`src/rtl/cpu_types_pkg.sv`:
```
// rtl/cpu_types_pkg.sv - stage payload types and pipeline constants
package cpu_types_pkg;

   localparam int PIPE_DEPTH_DEFAULT = 2;
   localparam logic [31:0] NOP_WORD = 32'h0000_0013;

   typedef struct packed {
      logic [31:0] pc;
      logic [31:0] instr;
   } if_id_t;

   typedef struct packed {
      logic [31:0] pc;
      logic [31:0] rs1Val;
      logic [31:0] rs2Val;
      logic [31:0] imm;
      logic [4:0]  rd;
      logic [3:0]  aluOp;
      logic        memRead;
      logic        memWrite;
      logic        regWrite;
   } id_ex_t;

   typedef struct packed {
      logic [31:0] aluResult;
      logic [31:0] storeData;
      logic [4:0]  rd;
      logic        memRead;
      logic        memWrite;
      logic        regWrite;
   } ex_mem_t;

   typedef struct packed {
      logic [31:0] wbData;
      logic [4:0]  rd;
      logic        regWrite;
   } mem_wb_t;

endpackage

```
`src/rtl/pipe_stage_fifo.sv`:
```
// rtl/pipe_stage_fifo.sv - elastic pipeline stage register with flush, bubble output and stall counter
module pipe_stage_fifo
   import cpu_types_pkg::*;
#(
   parameter int                   PAYLOAD_W = 64,
   parameter int                   DEPTH     = PIPE_DEPTH_DEFAULT,
   parameter logic [PAYLOAD_W-1:0] BUBBLE    = '0,
   parameter int                   CNT_W     = 16
) (
   input  logic                         CLK,
   input  logic                         nRST,
   input  logic                         flush,
   input  logic                         in_valid,
   output logic                         in_ready,
   input  logic [PAYLOAD_W-1:0]         in_data,
   output logic                         out_valid,
   input  logic                         out_ready,
   output logic [PAYLOAD_W-1:0]         out_data,
   output logic [$clog2(DEPTH+1)-1:0]   count,
   output logic [CNT_W-1:0]             stall_cycles
);

   localparam int CW = $clog2(DEPTH + 1);
   localparam int PW = (DEPTH > 1) ? $clog2(DEPTH) : 1;

   logic [PAYLOAD_W-1:0] mem [DEPTH];
   logic [PW-1:0]        wrPtr;
   logic [PW-1:0]        rdPtr;
   logic                 push;
   logic                 pop;

   // Explicit wrap so non-power-of-two depths stay in range.
   function automatic logic [PW-1:0] nextPtr(input logic [PW-1:0] p);
      return (p == PW'(DEPTH - 1)) ? '0 : p + PW'(1);
   endfunction

   assign in_ready  = (count != CW'(DEPTH));
   assign out_valid = (count != '0);
   assign push      = in_valid & in_ready & ~flush;
   assign pop       = out_valid & out_ready & ~flush;
   assign out_data  = out_valid ? mem[rdPtr] : BUBBLE;

   always_ff @(posedge CLK) begin
      if (push) begin
         mem[wrPtr] <= in_data;
      end
   end

   always_ff @(posedge CLK or negedge nRST) begin
      if (!nRST) begin
         wrPtr <= '0;
         rdPtr <= '0;
         count <= '0;
      end else if (flush) begin
         wrPtr <= '0;
         rdPtr <= '0;
         count <= '0;
      end else begin
         if (push) begin
            wrPtr <= nextPtr(wrPtr);
         end
         if (pop) begin
            rdPtr <= nextPtr(rdPtr);
         end
         case ({push, pop})
            2'b10:   count <= count + CW'(1);
            2'b01:   count <= count - CW'(1);
            default: count <= count;
         endcase
      end
   end

   // Survives flush so squashes do not hide back-pressure history.
   always_ff @(posedge CLK or negedge nRST) begin
      if (!nRST) begin
         stall_cycles <= '0;
      end else if (out_valid && !out_ready && !flush && (stall_cycles != '1)) begin
         stall_cycles <= stall_cycles + CNT_W'(1);
      end
   end

endmodule

```
`config.mk`:
```
export PLATFORM = sky130hd
export DESIGN_NAME = pipe_stage_fifo
export DESIGN_NICKNAME = d
export VERILOG_FILES = /design/src/rtl/cpu_types_pkg.sv /design/src/rtl/pipe_stage_fifo.sv
export SDC_FILE = /design/constraint.sdc
export NUM_CORES = 1
export LEC_CHECK = 0
export CAP_MARGIN = 20
export CORE_ASPECT_RATIO = 1.5
export CORE_MARGIN = 2
export CORE_UTILIZATION = 48
export DETAILED_ROUTE_END_ITERATION = 8
export GPL_TIMING_DRIVEN = 0
export HOLD_SLACK_MARGIN = 0.06
export PLACE_DENSITY = 0.85
export SLEW_MARGIN = 25
export SYNTH_ARGS = -nofsm -noshare
export SYNTH_HDL_FRONTEND = slang
export SYNTH_SLANG_ARGS = --single-unit
```
`constraint.sdc`:
```
create_clock -name CLK -period 6.9 [get_ports CLK]
set_clock_uncertainty 0.2 [all_clocks]
set_input_delay 0.69 -clock CLK [delete_from_list [all_inputs] [get_ports CLK]]
set_output_delay 0.69 -clock CLK [all_outputs]
set_load 0.1 [all_outputs]
```
==> impl_metrics.toml, run 1 <==
[outcome]
run_status = "complete, no violations"

[worst_setup_path]
path_class = "register to primary output"
arrival_ns = 3.13
worstSetupEndpointType = "primary output"
worst_ep_required_time_ns = 6.01
cell_family_contributing_the_most_delay_on_the_critical_path = "buffers and inverters"
worst_setup_path_start_kind = "register"
critical_path_peak_fanout = 10
critical_path.cell_chain = "clkbuf_1, buf_2, mux2i_1, nor2_1, clkdlybuf4s50_1"
slowest_stage = "clkdlybuf4s50_1"
worst_path_largest_cell_delay_ns = 1.18
critical_path.n_buffers_inverters = 3

[power_and_ir_drop]
power_per_cell_area_mw_per_mm2 = 299.6
total_leakage_power_uw = 0.002884
worst_ir_drop_vdd_mv = 0.1768
total_power_uw = 2472

[global_route]
vias_in_the_first_global_route = 3969
grt_remaining_overflow = 0
grt_pass1_wl_um = 20140
grtUsageTotal = 0.2048
grt_util_met1 = 0.2209
grt_start_max_net_pins = 21
gr-usage-met2 = 0.3556
globalRoute.busiestLayer = "met2"
grt_util_met3 = 0.06739
antenna_found_initial = 0

[timing]
finalCritPeriodShare = 0.5825
setup_total_negative_slack_ns = 0
min_period_ns = 4.019
clock.fmax_mhz = 248.8
drv_slew = 0
fin_hold_ws_ns = 0.3110
final-setup-viol-count = 0
slew_headroom = 0.3105
worst-slew-pin-transition_ns = 1.031
grt_setup_unrepaired = "no"
finalHoldViolations = 0

[yosys]
ys.warnings.count = 0
syn_nets = 442
synth-edff-count = 128
number_of_register_bits_inferred_by_synthesis = 148
complex_gate_fraction_of_the_synthesized_area = 0.006447
syn-instance-count = 372
syn_area_mm2 = 0.005822
ys.flop_type = "edfxtp_1"
post_synth.cell_area_avg_um2 = 15.65
count_of_different_cell_masters_after_synthesis = 34
post_synth_and_or_nand_nor_area_fraction = 0.09435
synth.mux.area_fraction = 0.1126
fraction_of_the_yosys_area_taken_by_sequential_cells = 0.7462
postSynth.asyncResetShare = 0.1351
fraction_of_the_mapped_netlist_area_in_adder_cells = 0.002149
synth_top_family_by_area = "multiplexers"
synth_xor_area_frac = 0.02557

[die]
placeableCoreArea_mm2 = 0.01189
design.portCount = 153
die-area_mm2 = 0.01304
row_count = 49
dieHeight_um = 138.9
floorplan.initialDensity = 0.4895
die_w_um = 93.92

[drt]
wirelength_um = 12740
dr_total_vias = 3739
vias_per_cell = 5.208
drtAntennaViolNets = 0
drc = 0
initialDrtViolationCount = 154
routed_wirelength_normalized_by_instance_count_um = 17.74
firstDrtPassIters = 4

[placement]
post-dp-hpwl_um = 9092
globalplace.congestion = 0.8547
buffer_ports.inserted = 152

[cells_and_area]
final_layout_size_suffix_gt1_frac = 0.09027
utilization = 0.6937
num_antenna_cells = 0
areaGrowthSynthToFinish_pct = 41.71
fillers = 822
final_net_count = 622

[cts]
root_buffer = "clkbuf_16"
cts-resized-gates = 0
cts.path.max_buffers = 2
post_cts_buffers = 0
cts_tree = "yes"
tritoncts_num_sinks = 148
htree_levels = 4
clock_latency_ns = 0.41
path_clk_slew_ns = 0.06
cts-hold-fix-buffers = 0
cts-buffers-inserted = 17

[job]
cap_violations = 0

[min_path]
type_of_the_worst_min_delay_path = "register to register"
==> state kept, by name (all words and copies together) (netlist names) <==
register	count
mem	128
stall_cycles	16
rdPtr	1
count	2
wrPtr	1
==> logic make-up (layout without fill, tap and decap cells) <==
kind of cell / Yosys count / after routing
compound gates: 6 / 6
xor+xnor: 17 / 17
fa+ha+maj: 1 / 1
buf+inv: 18 / 211
flops: 148 / 148
mux: 65 / 65
simple gates: 117 / 117
==> report_power, final <==
group / switching [uW] / internal (uW) / total [uW] / leakage (uW)
clock network: 359 / 536 / 895 / 0.000273
registers: 23.3 / 1020 / 1040 / 0.00144
logic: 387 / 146 / 533 / 0.00117
total: 769 / 1700 / 2470 / 0.00288
==> synth_stat cells (all sizes together) (2+ instances only) <==
master / instances / area, um2
a21oi: 2 / 10.01
and2: 2 / 12.51
and3: 3 / 23.77
and4: 2 / 17.52
buf: 8 / 36.28
clkbuf: 7 / 26.28
dfrtp: 20 / 500.5
edfxtp: 128 / 3844
inv: 3 / 11.26
mux2i: 64 / 640.6
nand2: 8 / 30.03
nand2b: 2 / 12.51
nand3: 5 / 25.02
nand3b: 2 / 15.01
nand4: 6 / 43.79
nor2: 73 / 274.0
nor3: 5 / 25.02
nor4: 4 / 25.02
xnor2: 7 / 61.31
xor2: 10 / 87.58
==> per-layer routing <==
layer  up-vias  part of all wire  wire length (um)
met5         -                 0                 0
met4         0             0.033               425
met3        26             0.060               768
met2       143              0.54              6862
met1      1820              0.37              4683
li1       1750                 -                 -
==> worst reg2reg max path, cell delays in order (launching register included) <==
cell      delay [ns]
dfrtp_1         0.42
nand2b_1        0.24
nand2_1         0.22
nor3b_4         0.53
buf_8           0.23
buf_6           0.16
buf_8           0.18
==> placed cells by master, fill, tap and decap left out, types with 2 or more instances in the layout <==
master | netlist | final
nor4_1 | 4 | 4
nand3b_1 | 2 | 2
dfrtp_1 | 20 | 20
clkinv_4 | 0 | 3
buf_6 | 0 | 6
nand3_1 | 5 | 5
nand2_1 | 8 | 8
clkbuf_1 | 7 | 8
nor2_1 | 73 | 73
buf_2 | 5 | 5
and4_1 | 2 | 2
mux2i_1 | 64 | 64
edfxtp_1 | 128 | 128
and2_1 | 2 | 2
clkinv_1 | 0 | 2
nand4_1 | 5 | 5
clkdlybuf4s50_1 | 0 | 152
inv_6 | 0 | 4
inv_1 | 3 | 3
buf_1 | 3 | 3
clkbuf_16 | 0 | 17
xnor2_1 | 7 | 7
clkinvlp_4 | 0 | 3
xor2_1 | 10 | 10
a21oi_1 | 2 | 2
buf_8 | 0 | 3
nand2b_1 | 2 | 2
bufinv_16 | 0 | 2
nor3_1 | 5 | 4
and3_1 | 2 | 2
==> through the flow <==
step,std cells,worst slack [ns],area [um2]
after floorplan,372,1.464,5832
after global placement,677,1.007,7545
after detailed placement,686,3.232,7670
after CTS,718,2.776,8250
after global routing,718,2.654,8250
final,718,2.881,8250
==> worst paths after layout <==
kind / startpoint / end / slack [ns] / cells past startpoint
min in group asynchronous: nRST / stall_cycles[3] / 0.60 / 1
worst min register to register: stall_cycles[5] / stall_cycles[5] / 0.31 / 1
worst max-delay path: rdPtr / out_data[22] / 2.88 / 5
worst min-delay path: stall_cycles[5] / stall_cycles[5] / 0.31 / 1
worst max register to register: count[0] / mem[1][13] / 4.43 / 6
max in group asynchronous: nRST / stall_cycles[11] / 5.34 / 1
==> cell type report <==
| class | instances | area (um2) | share of cell area |
|---|---|---|---|
| repair buffers | 161 | 1634 | 0.1981 |
| plain buffers | 15 | 62.56 | 0.007583 |
| clock buffers | 18 | 429.2 | 0.05202 |
| well taps | 153 | 191.4 | 0.02320 |
| inverters | 3 | 11.26 | 0.001365 |
| clock inverters | 14 | 151.4 | 0.01835 |
| flip-flops and latches | 148 | 4344 | 0.5265 |
| multi-input cells | 206 | 1426 | 0.1729 |
Note: power is estimated with default switching activity, not from simulation.
==> inputs of run 2 (changes only) <==
clock period = 4 ns   (was 6.9 ns; I/O delays follow)
==> impl_metrics.toml, run 2 (synthesis gave the netlist of run 1 again) <==
[timing]
drv_slew = 0
clock.fmax_mhz = 266.7
worst-slew-pin-transition_ns = 1.032
fin_hold_ws_ns = 0.2972
min_period_ns = 3.750
final-setup-viol-count = 0
setup_total_negative_slack_ns = 0
finalCritPeriodShare = 0.9375
grt_setup_unrepaired = "no"
finalHoldViolations = 0
slew_headroom = 0.3097

[placement]
buffer_ports.inserted = 152
post-dp-hpwl_um = 9230
globalplace.congestion = 0.8296

[cts]
cts-resized-gates = 0
path_clk_slew_ns = 0.07
clock_latency_ns = 0.41
root_buffer = "clkbuf_16"
tritoncts_num_sinks = 148
cts.path.max_buffers = 2
cts-hold-fix-buffers = 0
post_cts_buffers = 0
cts_tree = "yes"
cts-buffers-inserted = 17
htree_levels = 4

[power_and_ir_drop]
worst_ir_drop_vdd_mv = 0.3139
power_per_cell_area_mw_per_mm2 = 520.6
total_power_uw = 4311
total_leakage_power_uw = 0.002909

[min_path]
type_of_the_worst_min_delay_path = "input port to asynchronous set/reset pin"

[cells_and_area]
final_common_cell = "clkdlybuf4s50_1"
layout_top_registers = "mem (128), stall_cycles (16), count (2)"
utilization = 0.6963
footprint_of_the_multi_input_gates_mm2 = 0.001429
num_antenna_cells = 0
largest_register_ffs = 128
final_cell_mix = "clkdlybuf4s50_1 (152), edfxtp_1 (128), nor2_1 (73), mux2i_1 (64), dfrtp_1 (19)"
areaGrowthSynthToFinish_pct = 42.25
fillers = 817
final_net_count = 623
final_layout_size_suffix_gt1_frac = 0.09894
top_register = "mem"
register_area_mm2 = 0.004345

[worst_setup_path]
worst_ep_required_time_ns = 3.40
path_class = "register to primary output"
worst_setup_path_start_kind = "register"
critical_path_peak_fanout = 10
worstRegToRegCells = 6
arrival_ns = 3.15
worstSetupEndpointType = "primary output"
regToRegSetupSlack_ns = 1.64
r2r_start = "count[0]"
r2r-end = "mem[1][36]"

[global_route]
antenna_found_initial = 0
grt_remaining_overflow = 0
vias_in_the_first_global_route = 4034
grtUsageTotal = 0.2083
grt_start_max_net_pins = 21
grt_pass1_wl_um = 20420

[outcome]
run_status = "complete, no violations"

[die]
die_w_um = 93.92
floorplan.initialDensity = 0.4895
die-area_mm2 = 0.01304
row_count = 49
dieHeight_um = 138.9
design.portCount = 153
placeableCoreArea_mm2 = 0.01189

[drt]
wirelength_um = 12980
drtAntennaViolNets = 0
firstDrtPassIters = 4
initialDrtViolationCount = 178
dr_total_vias = 3726
routed_wirelength_normalized_by_instance_count_um = 18.06
drc = 0
vias_per_cell = 5.182

[job]
cap_violations = 0
## run 2: cell count changes in the layout (fill, tap and decap cells not counted)
cell / previous run / this run
clkinv_1: 2 / 1
dfrtp_1: 20 / 19
nand2b_1: 2 / 1
buf_6: 6 / 7
nand2b_2: 0 / 1
dfrtp_2: 0 / 1
clkinv_2: 0 / 1
inv_8: 0 / 3
clkinvlp_4: 3 / 1
clkbuf_1: 8 / 7
## run 2: critical path, cell delays in order (launching register included)
cell,delay [ns]
dfrtp_1,0.37
clkbuf_1,0.50
buf_2,0.42
mux2i_1,0.13
nor2_1,0.13
clkdlybuf4s50_1,1.17
## run 2: area by class of cell
cell class	instances	share of cell area
buffer	15	0.007554
tap	153	0.02312
timing repair buffer	162	0.1987
multi-input combinational	206	0.1725
sequential	148	0.5247
clock inverter	15	0.02070
clock buffer	17	0.05137
inverter	3	0.001360
## run 2: through the flow
stage / cells / area [um2] / worst slack [ns]
floorplan: 372 / 5848 / 0.007131
global placement: 677 / 7561 / -0.2519
detailed placement: 687 / 7685 / 0.6642
CTS: 719 / 8282 / 0.1971
global route: 719 / 8282 / 0.08168
finish: 719 / 8282 / 0.2501
## run 2: power by group
| group | total, uW | switching, uW | leakage, uW | internal [uW] |
|---|---|---|---|---|
| combinational | 919 | 666 | 0.00118 | 253 |
| sequential | 1810 | 44.1 | 0.00144 | 1760 |
| clock | 1590 | 649 | 0.000292 | 938 |
## run 2: worst max path at each step
stage | start | endpoint | cells past startpoint
after floorplan | count[1] | mem[1][0] | 3
after global placement | in_valid | mem[1][42] | 3
after detailed placement | rdPtr | out_data[17] | 5
after CTS | rdPtr | out_data[58] | 5
after global routing | rdPtr | out_data[22] | 5
final | rdPtr | out_data[53] | 5
## run 2: per-layer routing
metal | track usage | vias up | routed length, um
li1 | - | 1734 | -
met1 | 0.2192 | 1820 | 4656
met2 | 0.3763 | 138 | 7283
met3 | 0.05870 | 34 | 614
met4 | 0.09535 | 0 | 428
met5 | 0 | - | 0
==> inputs of run 3 (changes only) <==
CTS_CLUSTER_SIZE = 16   (was default)
==> results of run 3 <==
Final layout, timing and power as in run 2 (identical DEF).
